===== config.mk =====
export PLATFORM = sky130hd
export DESIGN_NAME = riscv_mc_sequencer_flat
export DESIGN_NICKNAME = d
export VERILOG_FILES = /design/src/rtl/riscv_mc_sequencer_if.sv /design/src/rtl/riscv_mc_sequencer.sv /design/src/flat_wrapper.sv
export SDC_FILE = /design/constraint.sdc
export NUM_CORES = 1
export LEC_CHECK = 0
export ABC_AREA = 1
export BUFFER_PORTS_ARGS = -buffer_cell sky130_fd_sc_hd__buf_4
export CORE_MARGIN = 2
export CORE_UTILIZATION = 55
export CTS_BUF_LIST = sky130_fd_sc_hd__clkbuf_8 sky130_fd_sc_hd__clkbuf_16
export CTS_CLUSTER_DIAMETER = 80
export DETAILED_ROUTE_END_ITERATION = 10
export PLACE_DENSITY_LB_ADDON = 0.05
export SETUP_SLACK_MARGIN = 0.3
export SYNTH_ARGS = -nofsm -noshare
export SYNTH_HDL_FRONTEND = slang
export SYNTH_SLANG_ARGS = --single-unit
export TNS_END_PERCENT = 30

===== constraint.sdc =====
create_clock -name clk -period 3.88 [get_ports clk]
set_input_delay 1.164 -clock clk [delete_from_list [all_inputs] [get_ports clk]]
set_output_delay 1.164 -clock clk [all_outputs]
set_load 0.05 [all_outputs]

===== src/rtl/riscv_mc_sequencer_if.sv =====
// Memory handshake and commit-enable bundle between the multi-cycle sequencer
// and the datapath / memory side.
interface riscv_mc_sequencer_if;
    logic imem_req;
    logic imem_ready;
    logic ir_we;
    logic dmem_req;
    logic dmem_ready;
    logic dmem_we;
    logic reg_we;
    logic pc_we;

    modport master (
        output imem_req, ir_we, dmem_req, dmem_we, reg_we, pc_we,
        input  imem_ready, dmem_ready
    );

    modport slave (
        input  imem_req, ir_we, dmem_req, dmem_we, reg_we, pc_we,
        output imem_ready, dmem_ready
    );
endinterface


===== src/rtl/riscv_mc_sequencer.sv =====
// Multi-cycle FETCH/DECODE/EXECUTE/MEMORY/WRITEBACK sequencer: gates PC, IR,
// register-file and data-memory commits, times out stalled accesses, traps.
module riscv_mc_sequencer #(
    parameter int unsigned WAIT_MAX = 15,
    parameter int unsigned CNT_W    = 32
) (
    input  logic                     clk,
    input  logic                     rst,
    input  logic                     run,
    input  logic [6:0]               opcode,
    riscv_mc_sequencer_if.master     mem,
    output logic [2:0]               state_o,
    output logic [CNT_W-1:0]         retired,
    output logic                     trap,
    output logic [1:0]               trap_cause
);

    typedef enum logic [2:0] {
        S_IDLE      = 3'd0,
        S_FETCH     = 3'd1,
        S_DECODE    = 3'd2,
        S_EXECUTE   = 3'd3,
        S_MEMORY    = 3'd4,
        S_WRITEBACK = 3'd5,
        S_TRAP      = 3'd6
    } state_t;

    typedef enum logic [1:0] {
        C_ALU   = 2'd0,
        C_LOAD  = 2'd1,
        C_STORE = 2'd2
    } cls_t;

    localparam logic [6:0] OP_R     = 7'b0110011;
    localparam logic [6:0] OP_I     = 7'b0010011;
    localparam logic [6:0] OP_LOAD  = 7'b0000011;
    localparam logic [6:0] OP_STORE = 7'b0100011;

    // Count value during the WAIT_MAX-th consecutive not-ready cycle.
    localparam logic [7:0] WAIT_LAST = 8'(WAIT_MAX - 1);

    state_t     state, state_nx;
    cls_t       cls, cls_nx;
    logic [7:0] wait_cnt, wait_nx;
    logic [1:0] cause_nx;

    always_ff @(posedge clk or negedge rst) begin
        if (!rst) begin
            state      <= S_IDLE;
            cls        <= C_ALU;
            wait_cnt   <= '0;
            trap_cause <= '0;
            retired    <= '0;
        end else begin
            state      <= state_nx;
            cls        <= cls_nx;
            wait_cnt   <= wait_nx;
            trap_cause <= cause_nx;
            if (mem.pc_we)
                retired <= retired + CNT_W'(1);
        end
    end

    always_comb begin
        state_nx     = state;
        cls_nx       = cls;
        wait_nx      = wait_cnt;
        cause_nx     = trap_cause;
        mem.imem_req = 1'b0;
        mem.ir_we    = 1'b0;
        mem.dmem_req = 1'b0;
        mem.dmem_we  = 1'b0;
        mem.reg_we   = 1'b0;
        mem.pc_we    = 1'b0;

        case (state)
            S_IDLE: begin
                if (run)
                    state_nx = S_FETCH;
            end
            S_FETCH: begin
                mem.imem_req = 1'b1;
                if (mem.imem_ready) begin
                    mem.ir_we = 1'b1;
                    state_nx  = S_DECODE;
                end else if (wait_cnt == WAIT_LAST) begin
                    state_nx = S_TRAP;
                    cause_nx = 2'd2;
                end else begin
                    wait_nx = wait_cnt + 8'd1;
                end
            end
            S_DECODE: begin
                state_nx = S_EXECUTE;
                case (opcode)
                    OP_R, OP_I: cls_nx = C_ALU;
                    OP_LOAD:    cls_nx = C_LOAD;
                    OP_STORE:   cls_nx = C_STORE;
                    default: begin
                        state_nx = S_TRAP;
                        cause_nx = 2'd1;
                    end
                endcase
            end
            S_EXECUTE: begin
                state_nx = (cls == C_ALU) ? S_WRITEBACK : S_MEMORY;
            end
            S_MEMORY: begin
                mem.dmem_req = 1'b1;
                mem.dmem_we  = (cls == C_STORE);
                if (mem.dmem_ready) begin
                    // Stores commit in MEMORY; only loads need a WRITEBACK cycle.
                    if (cls == C_STORE) begin
                        mem.pc_we = 1'b1;
                        state_nx  = run ? S_FETCH : S_IDLE;
                    end else begin
                        state_nx = S_WRITEBACK;
                    end
                end else if (wait_cnt == WAIT_LAST) begin
                    state_nx = S_TRAP;
                    cause_nx = 2'd3;
                end else begin
                    wait_nx = wait_cnt + 8'd1;
                end
            end
            S_WRITEBACK: begin
                mem.reg_we = 1'b1;
                mem.pc_we  = 1'b1;
                state_nx   = run ? S_FETCH : S_IDLE;
            end
            S_TRAP: begin
                state_nx = S_TRAP;
            end
            default: begin
                state_nx = S_IDLE;
            end
        endcase

        if (state_nx != state)
            wait_nx = '0;
    end

    assign state_o = state;
    assign trap    = (state == S_TRAP);

endmodule


===== src/flat_wrapper.sv =====
// flat-port wrapper written by rule: the top's interface ports become plain ports
module riscv_mc_sequencer_flat 
#(
    parameter int unsigned WAIT_MAX = 15,
    parameter int unsigned CNT_W    = 32
)
  (clk, rst, run, opcode, state_o, retired, trap, trap_cause, mem_imem_req, mem_ir_we, mem_dmem_req, mem_dmem_we, mem_reg_we, mem_pc_we, mem_imem_ready, mem_dmem_ready);
  riscv_mc_sequencer_if mem_i ();
  input  logic clk;
  input  logic rst;
  input  logic run;
  input  logic [6:0] opcode;
  output logic [2:0] state_o;
  output logic [CNT_W-1:0] retired;
  output logic trap;
  output logic [1:0] trap_cause;
  output wire logic [$bits(mem_i.imem_req)-1:0] mem_imem_req;
  output wire logic [$bits(mem_i.ir_we)-1:0] mem_ir_we;
  output wire logic [$bits(mem_i.dmem_req)-1:0] mem_dmem_req;
  output wire logic [$bits(mem_i.dmem_we)-1:0] mem_dmem_we;
  output wire logic [$bits(mem_i.reg_we)-1:0] mem_reg_we;
  output wire logic [$bits(mem_i.pc_we)-1:0] mem_pc_we;
  input wire logic [$bits(mem_i.imem_ready)-1:0] mem_imem_ready;
  input wire logic [$bits(mem_i.dmem_ready)-1:0] mem_dmem_ready;
  assign mem_imem_req = mem_i.imem_req;
  assign mem_ir_we = mem_i.ir_we;
  assign mem_dmem_req = mem_i.dmem_req;
  assign mem_dmem_we = mem_i.dmem_we;
  assign mem_reg_we = mem_i.reg_we;
  assign mem_pc_we = mem_i.pc_we;
  assign mem_i.imem_ready = mem_imem_ready;
  assign mem_i.dmem_ready = mem_dmem_ready;
  riscv_mc_sequencer #(.WAIT_MAX(WAIT_MAX), .CNT_W(CNT_W)) u_core (.clk(clk), .rst(rst), .run(run), .opcode(opcode), .mem(mem_i), .state_o(state_o), .retired(retired), .trap(trap), .trap_cause(trap_cause));
endmodule

==> metrics.md <==
| Metric | Value |
|---|---|
| Pin count of the biggest net entering global routing | `48` |
| Cell family with most CP delay | `buffers and inverters` |
| Leak Pwr | `0.00167 µW` |
| Async SR Flop Fraction | `1.00` |
| Post-synth EDFFs | `0` |
| Sw Share | `0.490` |
| CTS tree | `yes` |
| Initial DRT Pass Iterations | `4` |
| Seq cells post-synth | `47` |
| Post-synthesis mux area share | `0` |
| Clk root buf | `clkbuf_8` |
| RSZ-0062 raised after global routing | `false` |
| Synth Area in XOR/XNOR | `0.106` |
| DRC violations left | `0` |
| Post-DP HPWL | `4830 µm` |
| Comb power frac | `0.484` |
| Setup_tns | `0 ps` |
| Clock Sinks | `47` |
| Post-CTS setup buffers | `0` |
| Yosys cell types | `26` |
| Drt total wl | `6430 µm` |
| GRT Util Overall | `0.240` |
| Outcome | `finished, final reports clean` |
| Commonest cells post-synth | `nand2_1, nor2_1, inv_1` |
| Post-synthesis adder-cell area fraction | `0.0133` |
| Nets@finish | `460` |
| Initial antenna violation count | `0` |
| First-pass GRT wire length | `10300 µm` |
| Hold endpoint | `u_core.trap_cause[1]` |
| Area leader, netlist | `dfrtp_1` |
| Worst hold path class | `reg2reg` |
| Clock Latency Late Sink | `310 ps` |
| CTS clk-pin slew, worst paths | `90 ps` |
| Final slew viol count | `0` |
| Floorplan row count | `26` |
| Post-layout min period | `between 3000 and 4000 ps` |
| Dominant synthesized flop cell | `dfrtp_1` |
| Clock share of power | `0.170` |
| Largest family of logic cells by synthesized area | `simple AND/OR/NAND/NOR gates` |
| Drt wl/cell | `12.5 µm` |
| Post-CTS sizing | `0` |
| Share of cells above drive strength 1 | `0.175` |
| CP most frequent cell | `buf_4` |
| Worst Setup End Kind | `primary output` |
| Vias per cell | `5.08` |
| Final Hold Vio Count | `0` |
| Critical path class | `in2out` |
| Period Utilization, post-route | `0.774` |
| Total power divided by cell area | `538 nW/µm²` |
| Clock tree buffer depth | `2` |
| Final instance area | `3400 µm²` |
| Slew headroom | `0.602` |
| Pint | `933 µW` |
| DRT iter0 DRCs | `~140` |
| Reg2reg end | `u_core.retired[21]` |
| Port bufs | `55` |
| Die width | `75.6 µm` |
| Avg Inst Size Synth | `about 7.3 µm²` |
| Crit start category | `primary input` |
| Syn Nets | `400` |
| FF-to-FF path depth | `9` |
| WP data arrival | `1840 ps` |
| Die area | `5720 µm²` |
| Maximum VDD drop | `between 0.0003 and 0.0004 V` |
| Most area-consuming cells after synthesis | `dfrtp_1, nand2_1, nor2_1` |
| Max-cap violations | `0` |
| Sw Pwr | `896 µW` |
| Min-delay src | `u_core.trap_cause[1]` |
| Worst path max stage delay | `220 ps` |
| Final setup skew | `6.93 ps` |
| Yosys warnings | `0` |
| Crit path buffers/inverters | `2` |
| Seq/Total Area, Yosys | `0.417` |
| Placed cell areas | `3310 µm²` |
| Final setup fails | `0` |
| Vias | `roughly 2.6k` |
| Crit path cell chain | `buf_4 -> nand3_1 -> o21ai_4 -> buf_4` |
| Synth Area in Simple Gates | `0.358` |
| Residual overflow from global routing | `0` |
| Most numerous cell in the Yosys netlist | `nand2_1` |
| Hold Path Cell Cnt | `2` |
| Critical Path Fanout Max | `4` |
| Final antenna-violating net count | `0` |
| Die height | `75.6 µm` |
| CP max stage cell | `buf_4` |
| Boundary pin count | `56` |
| Area growth from synthesis to layout | `20.6%` |
| Total number of H-tree levels | `2` |
| Vias in the first global route | `2334` |
| Req. time, crit path | `2720 ps` |
| Post-CTS Hold Buffers | `0` |
| Mapped cell area | `2820 µm²` |
| N_diodes | `0` |
| Reg2reg setup slack | `1870 ps` |
| Routability cong. | `around 0.87` |
| Worst Max-Slew Pin Slew | `597 ps` |
| Core area | `between 5000 and 6000 µm²` |
| Starting Density | `0.560` |
| Compound-cell area share of the yosys netlist | `0.0324` |
| Post-synth top area share | `0.417` |
| Cell count after synthesis | `between 300 and 400` |
| Reg2reg start | `u_core.state_o[0]` |
| Flop pwr share | `0.347` |
| CTS buffer count | `5` |
| Finished Core Util | `0.675` |
| Achievable Freq | `0.333 GHz` |
==> state kept, by name (all words and copies together), names as in the netlist <==
name	count
u_core.state_o	3
u_core.trap_cause	2
u_core.wait_cnt	8
u_core.retired	32
u_core.cls	2
==> layer usage <==
metal	share of wire	track usage
met4	0.013	0.0819
met5	0	0
met3	0.031	0.0370
met2	0.50	0.409
met1	0.45	0.313
==> cell type report <==
cell class	count	area (µm²)
flip-flops and latches	47	1180
inverters	50	188
clock inverters	3	23.8
multi-input cells	285	1440
repair buffers	56	420
clock buffers	5	68.8
well taps	70	87.6
fillers	468	1640
==> kinds of logic (layout without fill, tap and decap cells) <==
kind of cell	count (synthesis)	count (layout)
buffers and inverters	53	114
xor gates and xnor gates	34	34
DFF	47	47
and+or+nand+nor	234	234
AOI/OAI and AO/OA	14	14
adders and majority gates	3	3
==> per-stage QoR <==
stage | std cells | total power, µW | setup WS, ps | hold slack (ps)
2_1_floorplan | 385 | 1300 | 551 | 474
3_3_place_gp | 508 | 1530 | 886 | 467
3_5_place_dp | 508 | 1530 | 881 | 471
4_1_cts | 516 | 1850 | 877 | 491
5_1_grt | 516 | 1950 | 847 | 536
6_report | 516 | 1830 | 879 | 487
==> worst max path at each step <==
stage | startpoint | endpoint | slack (ps) | cells after the start
floorplan | mem_dmem_ready | mem_pc_we | 550 | 3
global placement | mem_dmem_ready | mem_pc_we | 890 | 4
detailed placement | mem_dmem_ready | mem_pc_we | 880 | 4
CTS | mem_dmem_ready | mem_pc_we | 880 | 4
global route | mem_dmem_ready | mem_pc_we | 850 | 4
finish | mem_dmem_ready | mem_pc_we | 880 | 4
==> power groups by stage <==
stage / logic [µW] / clock network [µW] / registers [µW]
3_3_place_gp: 887 / 0 / 642
4_1_cts: 895 / 322 / 632
6_report: 885 / 310 / 634
2_1_floorplan: 500 / 0 / 797
5_1_grt: 973 / 337 / 643
3_5_place_dp: 890 / 0 / 642
==> cell usage in the layout, fill, tap and decap left out, drive strengths merged <==
cell type / count
nand2: 115
clkbuf: 5
inv: 51
o211ai: 1
nand3: 23
buf: 56
nand4: 19
ha: 3
xor2: 22
o31ai: 1
a21boi: 1
dfrtp: 47
xnor2: 12
o21ai: 7
nor3: 11
clkinvlp: 2
o21bai: 1
a21oi: 3
nor2: 64
nand3b: 2
==> worst register-to-register path, cell delays in order, from the launching register on <==
cell and delay, ps:
dfrtp_1 520, nor2_4 180, nand2_2 110, o21ai_4 180, buf_4 300, nand3_1 200, nor3_2 240, nand2_1 80
nand2_1 70, nand2_1 40
Power figures use the tool's default switching activity.
